--- config.mk ---
export PLATFORM = sky130hd
export DESIGN_NAME = decode_stage_ctrl
export DESIGN_NICKNAME = d
export VERILOG_FILES = /design/src/rtl/decode_stage_ctrl.sv
export SDC_FILE = /design/constraint.sdc
export NUM_CORES = 1
export LEC_CHECK = 0
export ABC_CLOCK_PERIOD_IN_PS = 2950
export CAP_MARGIN = 20
export CORE_MARGIN = 10
export CORE_UTILIZATION = 45
export CTS_CLUSTER_SIZE = 12
export DETAILED_ROUTE_END_ITERATION = 6
export GPL_TIMING_DRIVEN = 0
export PLACE_DENSITY = 0.84
export SYNTH_ARGS = -nofsm -noshare
export SYNTH_HDL_FRONTEND = slang
export SYNTH_SLANG_ARGS = --single-unit
--- constraint.sdc ---
create_clock -name clk -period 2.95 [get_ports clk]
set_input_delay 0.59 -clock clk [delete_from_list [all_inputs] [get_ports clk]]
set_output_delay 0.59 -clock clk [all_outputs]
set_load 0.02 [all_outputs]
--- src/rtl/decode_stage_ctrl.sv ---
// rtl/decode_stage_ctrl.sv - decode-stage controller: two-entry skid buffer, immediate generation, load-use bubbles
// Immediates are formed at capture so the main/skid entries carry them ready for execute.
module decode_stage_ctrl (
  input  logic        clk,
  input  logic        rst,
  input  logic        if_valid,
  input  logic [31:0] if_ins,
  input  logic [31:0] if_pc,
  output logic        if_ready,
  output logic        id_valid,
  output logic [31:0] id_ins,
  output logic [31:0] id_pc,
  output logic [31:0] id_imm,
  input  logic        ex_ready,
  input  logic        ex_load_valid,
  input  logic [4:0]  ex_load_rd,
  input  logic        flush,
  output logic [15:0] stall_cnt
);

  // State encoding is {main_valid, skid_valid}
  typedef enum logic [1:0] {
    EMPTY = 2'b00,
    ONE   = 2'b10,
    TWO   = 2'b11
  } state_t;

  state_t      state, state_nxt;
  logic [31:0] main_ins, main_pc, main_imm;
  logic [31:0] skid_ins, skid_pc, skid_imm;
  logic        main_valid, skid_valid;
  logic        load_main_in, load_main_skid, load_skid_in;
  logic        use_rs1, use_rs2, hazard, if_fire, deq;

  function automatic logic [31:0] calc_imm(input logic [31:0] ins);
    logic [31:0] imm;
    case (ins[6:2])
      5'b01000: imm = {{20{ins[31]}}, ins[31:25], ins[11:7]};
      5'b01101: imm = {ins[31:12], 12'b0};
      default:  imm = {{20{ins[31]}}, ins[31:20]};
    endcase
    return imm;
  endfunction

  assign main_valid = state[1];
  assign skid_valid = state[0];

  always_comb begin
    use_rs1 = 1'b0;
    use_rs2 = 1'b0;
    case (main_ins[6:2])
      5'b00100, 5'b00000: use_rs1 = 1'b1;
      5'b01000, 5'b01100: begin
        use_rs1 = 1'b1;
        use_rs2 = 1'b1;
      end
      default: ;
    endcase
  end

  assign hazard = main_valid && ex_load_valid && (ex_load_rd != 5'd0) &&
                  ((use_rs1 && (ex_load_rd == main_ins[19:15])) ||
                   (use_rs2 && (ex_load_rd == main_ins[24:20])));

  assign if_ready = !skid_valid && !rst;
  assign id_valid = main_valid && !hazard;
  assign if_fire  = if_valid && if_ready;
  assign deq      = id_valid && ex_ready;

  always_comb begin
    state_nxt      = state;
    load_main_in   = 1'b0;
    load_main_skid = 1'b0;
    load_skid_in   = 1'b0;
    if (flush) begin
      state_nxt = EMPTY;
    end else begin
      case (state)
        EMPTY: begin
          if (if_fire) begin
            state_nxt    = ONE;
            load_main_in = 1'b1;
          end
        end
        ONE: begin
          if (deq && if_fire) begin
            load_main_in = 1'b1;
          end else if (deq) begin
            state_nxt = EMPTY;
          end else if (if_fire) begin
            state_nxt    = TWO;
            load_skid_in = 1'b1;
          end
        end
        TWO: begin
          if (deq) begin
            state_nxt      = ONE;
            load_main_skid = 1'b1;
          end
        end
        default: state_nxt = EMPTY;
      endcase
    end
  end

  always_ff @(posedge clk) begin
    if (rst) begin
      state     <= EMPTY;
      main_ins  <= 32'h0;
      main_pc   <= 32'h0;
      main_imm  <= 32'h0;
      skid_ins  <= 32'h0;
      skid_pc   <= 32'h0;
      skid_imm  <= 32'h0;
      stall_cnt <= 16'h0;
    end else begin
      state <= state_nxt;
      if (load_main_in) begin
        main_ins <= if_ins;
        main_pc  <= if_pc;
        main_imm <= calc_imm(if_ins);
      end else if (load_main_skid) begin
        main_ins <= skid_ins;
        main_pc  <= skid_pc;
        main_imm <= skid_imm;
      end
      if (load_skid_in) begin
        skid_ins <= if_ins;
        skid_pc  <= if_pc;
        skid_imm <= calc_imm(if_ins);
      end
      // Saturating bubble counter; a flush cycle is not a stall
      if (hazard && !flush && (stall_cnt != 16'hFFFF))
        stall_cnt <= stall_cnt + 16'd1;
    end
  end

  assign id_ins = main_ins;
  assign id_pc  = main_pc;
  assign id_imm = main_imm;

endmodule
==> metrics.txt <==
result of the run=completed; Critical Path RT=2.36 ns; unique cell type count in the Yosys netlist=48; slew at the pin closest to its max-slew limit=between 0.8 and 0.9 ns; Hold Fails Final Rpt=0; Final TNS setup=0 ns; netlist area before placement=about 0.0087 mm2; number of levels the H-tree was split into=1; Total Routing Usage GR=21.3%; number of synthesized register bits=208; CTS sink count=208; Max Fanout on Critical Path=7; max-cap check violation count=0; wire length of the first global-routing pass=between 40 and 50 mm; number of warnings reported in the yosys synthesis log=0; post-layout min period=a little under 3 ns; Final ANT Viol Nets=0; Total Nets Final=approximately 1200; FF-to-FF End=id_imm[5]; final count of pins violating max slew=0; count of hold-fix buffers inserted at cts=0; Post-Syn Instances=around 950; routed vias/inst=~5.8; Post-synth ARST share=0%; worst rel slew slack=44.4%; worst reg2reg setup slack=0.33 ns; Setup Skew=0.0129 ns; number of cell rows=50; reg-to-reg critical path startpoint=state[0]; final hold slack=0.467 ns; area growth from synthesis to layout=33.6%; CTS Buf Count=22; Synth Net Count=1025; endpoint of the worst hold-timing path=skid_imm[27]; Hold Path Cell Cnt=2; number of ports placed on the die boundary=roughly 190; power density normalized to cell area=533 mW/mm2; buffer levels on the longest clock path=3; vias in the first global route=8385; number of cell instances on the worst register-to-register path=9; placed wire-length estimate=20.5 mm; launching element type of the critical path=input pin; leading register cell type out of synthesis=dfxtp_1; Clock Tree Root=clkbuf_16; Setup Slack @ Placement=-0.702 ns; die width=159 um; number of antenna violations at the first check in global routing=4; TritonCTS clock tree=built; DRC=0; crit share post-route=98.2%; Clock Pin Slew Worst Setup and Hold Paths=0.06 ns; number of synthesized flops with an enable pin=0; share of the core filled with cells in the final layout=about three fifths; final worst slack=roughly 0.052 ns; Hold Path Class=reg -> reg; Crit Path Category=in -> out; effective utilization at floorplan=46.1%; Critical Path AT=2.31 ns; Die Height=159 um; synthesized area per cell=between 9 and 10 um2; layout cell share with drive strength beyond 1=about 6.3%; leakage=0.00417 uW; later-pin clock latency in the skew report=0.50 ns; remaining global-route overflow=0; unrepaired setup endpoints after global routing=yes; total of buffers placed on input and output ports=187; achievable frequency=345 MHz; number of iterations in the first detailed-routing pass=6; share of the yosys chip area belonging to registers=a little under half; area of the die=0.0253 mm2; gpl congestion=~0.9; endpoint kind of the worst setup timing path=output port; Overall Power=6200 uW; Placeable Area=0.0189 mm2; via count=8326; Worst Min Path Start=skid_imm[27]; VDD IR max=0.346 mV; mean routed wirelength per cell=~20 um; largest net degree at the start of global routing=20; DRT iter0 DRCs=around 740; routed wire length=28.3 mm; final count of negative-setup-slack endpoints=0
## flip-flops by register name (all words and copies together), names as in the netlist
name and count:
id_ins 32, id_pc 32, skid_ins 32, skid_pc 32, id_imm 31, skid_imm 31, stall_cnt 16, state 2
## routing by layer
| layer | global-route usage, % | wire length [um] | share of wire, % | vias up |
|---|---|---|---|---|
| met5 | 0 | 12 | 0.042 | - |
| met4 | 8.21 | 829 | 2.9 | 2 |
| met3 | 5.78 | 2570 | 9.1 | 65 |
| met2 | 34.9 | 13300 | 47 | 386 |
| met1 | 26.0 | 11500 | 41 | 3955 |
| li1 | - | - | - | 3918 |
## cells in the final DEF (no fill, tap or decap), types with 7 or more instances in the layout
cell and instances:
and2_1 96, xnor2_1 13, nand2_1 18, a221o_1 95
clkbuf_1 63, buf_2 7, o21ai_0 103, clkbuf_16 23
dfxtp_1 208, clkdlybuf4s50_1 182, nand4_1 12, inv_1 7
clkbuf_2 12, a21o_1 20, nor2_1 20, a21oi_1 101
nand3_1 100
## critical path, stage by stage
cell and delay [ns]:
clkdlybuf4s50_1 0.56, xnor2_1 0.16, nand4_1 0.20, o22a_4 0.29, nor2_1 0.18, nor2_1 0.07
clkdlybuf4s15_2 0.26
## cells in the mapped netlist (all sizes together) (3+ instances only)
| cell type | n | share of area (%) |
|---|---|---|
| dfxtp | 208 | 48 |
| a21oi | 104 | 6.2 |
| o21ai | 104 | 6.0 |
| nand3 | 100 | 5.7 |
| and2 | 96 | 6.9 |
| a221o | 95 | 11 |
| clkbuf | 70 | 3.1 |
| a21o | 20 | 1.7 |
| buf | 20 | 1.6 |
| nor2 | 20 | 0.86 |
| nand2 | 18 | 0.78 |
| xnor2 | 13 | 1.3 |
| nand4 | 12 | 0.86 |
| inv | 7 | 0.30 |
| or3 | 6 | 0.43 |
| xor2 | 6 | 0.60 |
| a22o | 5 | 0.50 |
| ha | 5 | 0.72 |
| and3 | 4 | 0.29 |
| nor3 | 4 | 0.23 |
| or4 | 4 | 0.39 |
| nor3b | 3 | 0.26 |
## what timing repair did
| item | 4_1_cts | 5_1_grt |
|---|---|---|
| pin swaps | 1 | 1 |
| setup buffers | 1 | 0 |
| endpoints found under the setup margin | 102 | 144 |
| resized for setup | 11 | 14 |
## where the power goes
group	switching (uW)	internal [uW]	leakage, uW
Sequential	39.6	2870	0.00168
Clock	1070	1590	0.000336
Combinational	345	280	0.00215
Total	1460	4750	0.00417
## worst max path at each step
| stage | from | to | slack, ns | depth (start not counted) |
|---|---|---|---|---|
| 4_1_cts | ex_load_rd[1] | id_valid | 0.02 | 7 |
| 5_1_grt | ex_load_rd[1] | id_pc[23] | -0.03 | 9 |
| 6_report | ex_load_rd[1] | id_valid | 0.05 | 7 |
| 2_1_floorplan | ex_load_rd[3] | id_imm[0] | 0.54 | 7 |
| 3_3_place_gp | ex_load_rd[4] | skid_ins[21] | -0.65 | 9 |
| 3_5_place_dp | ex_load_rd[3] | skid_ins[11] | -0.70 | 9 |
## metrics by stage
stage                     std cells  instance area [um2]
after global placement         1392                10900
after detailed placement       1392                10900
after global routing           1427                11600
final                          1428                11600
after CTS                      1426                11600
after floorplan                 945                 8710
## layout make-up
| type | instances | area [um2] |
|---|---|---|
| Antenna cell | 2 | 5.00 |
| Sequential cell | 208 | 4160 |
| Inverter | 7 | 26.3 |
| Tap cell | 260 | 325 |
| Buffer | 89 | 414 |
| Timing Repair Buffer | 188 | 1880 |
| Fill cell | 1608 | 7250 |
| Clock inverter | 2 | 35.0 |
| Clock buffer | 32 | 649 |
| Multi-Input combinational cell | 640 | 4150 |
## logic make-up (layout without fill, tap and decap cells)
| family | count (synthesis) | after routing | share of synthesized area (%) |
|---|---|---|---|
| AOI/OAI and AO/OA | 340 | 340 | 26.9 |
| and+or+nand+nor | 274 | 274 | 17.5 |
| DFF | 208 | 208 | 47.8 |
| buffers and inverters | 97 | 318 | 4.98 |
| xor gates and xnor gates | 19 | 19 | 1.91 |
| adders and majority gates | 5 | 5 | 0.718 |
| muxes | 2 | 2 | 0.230 |
| other | 0 | 2 | 0 |
(Power assumes the default switching activity.)
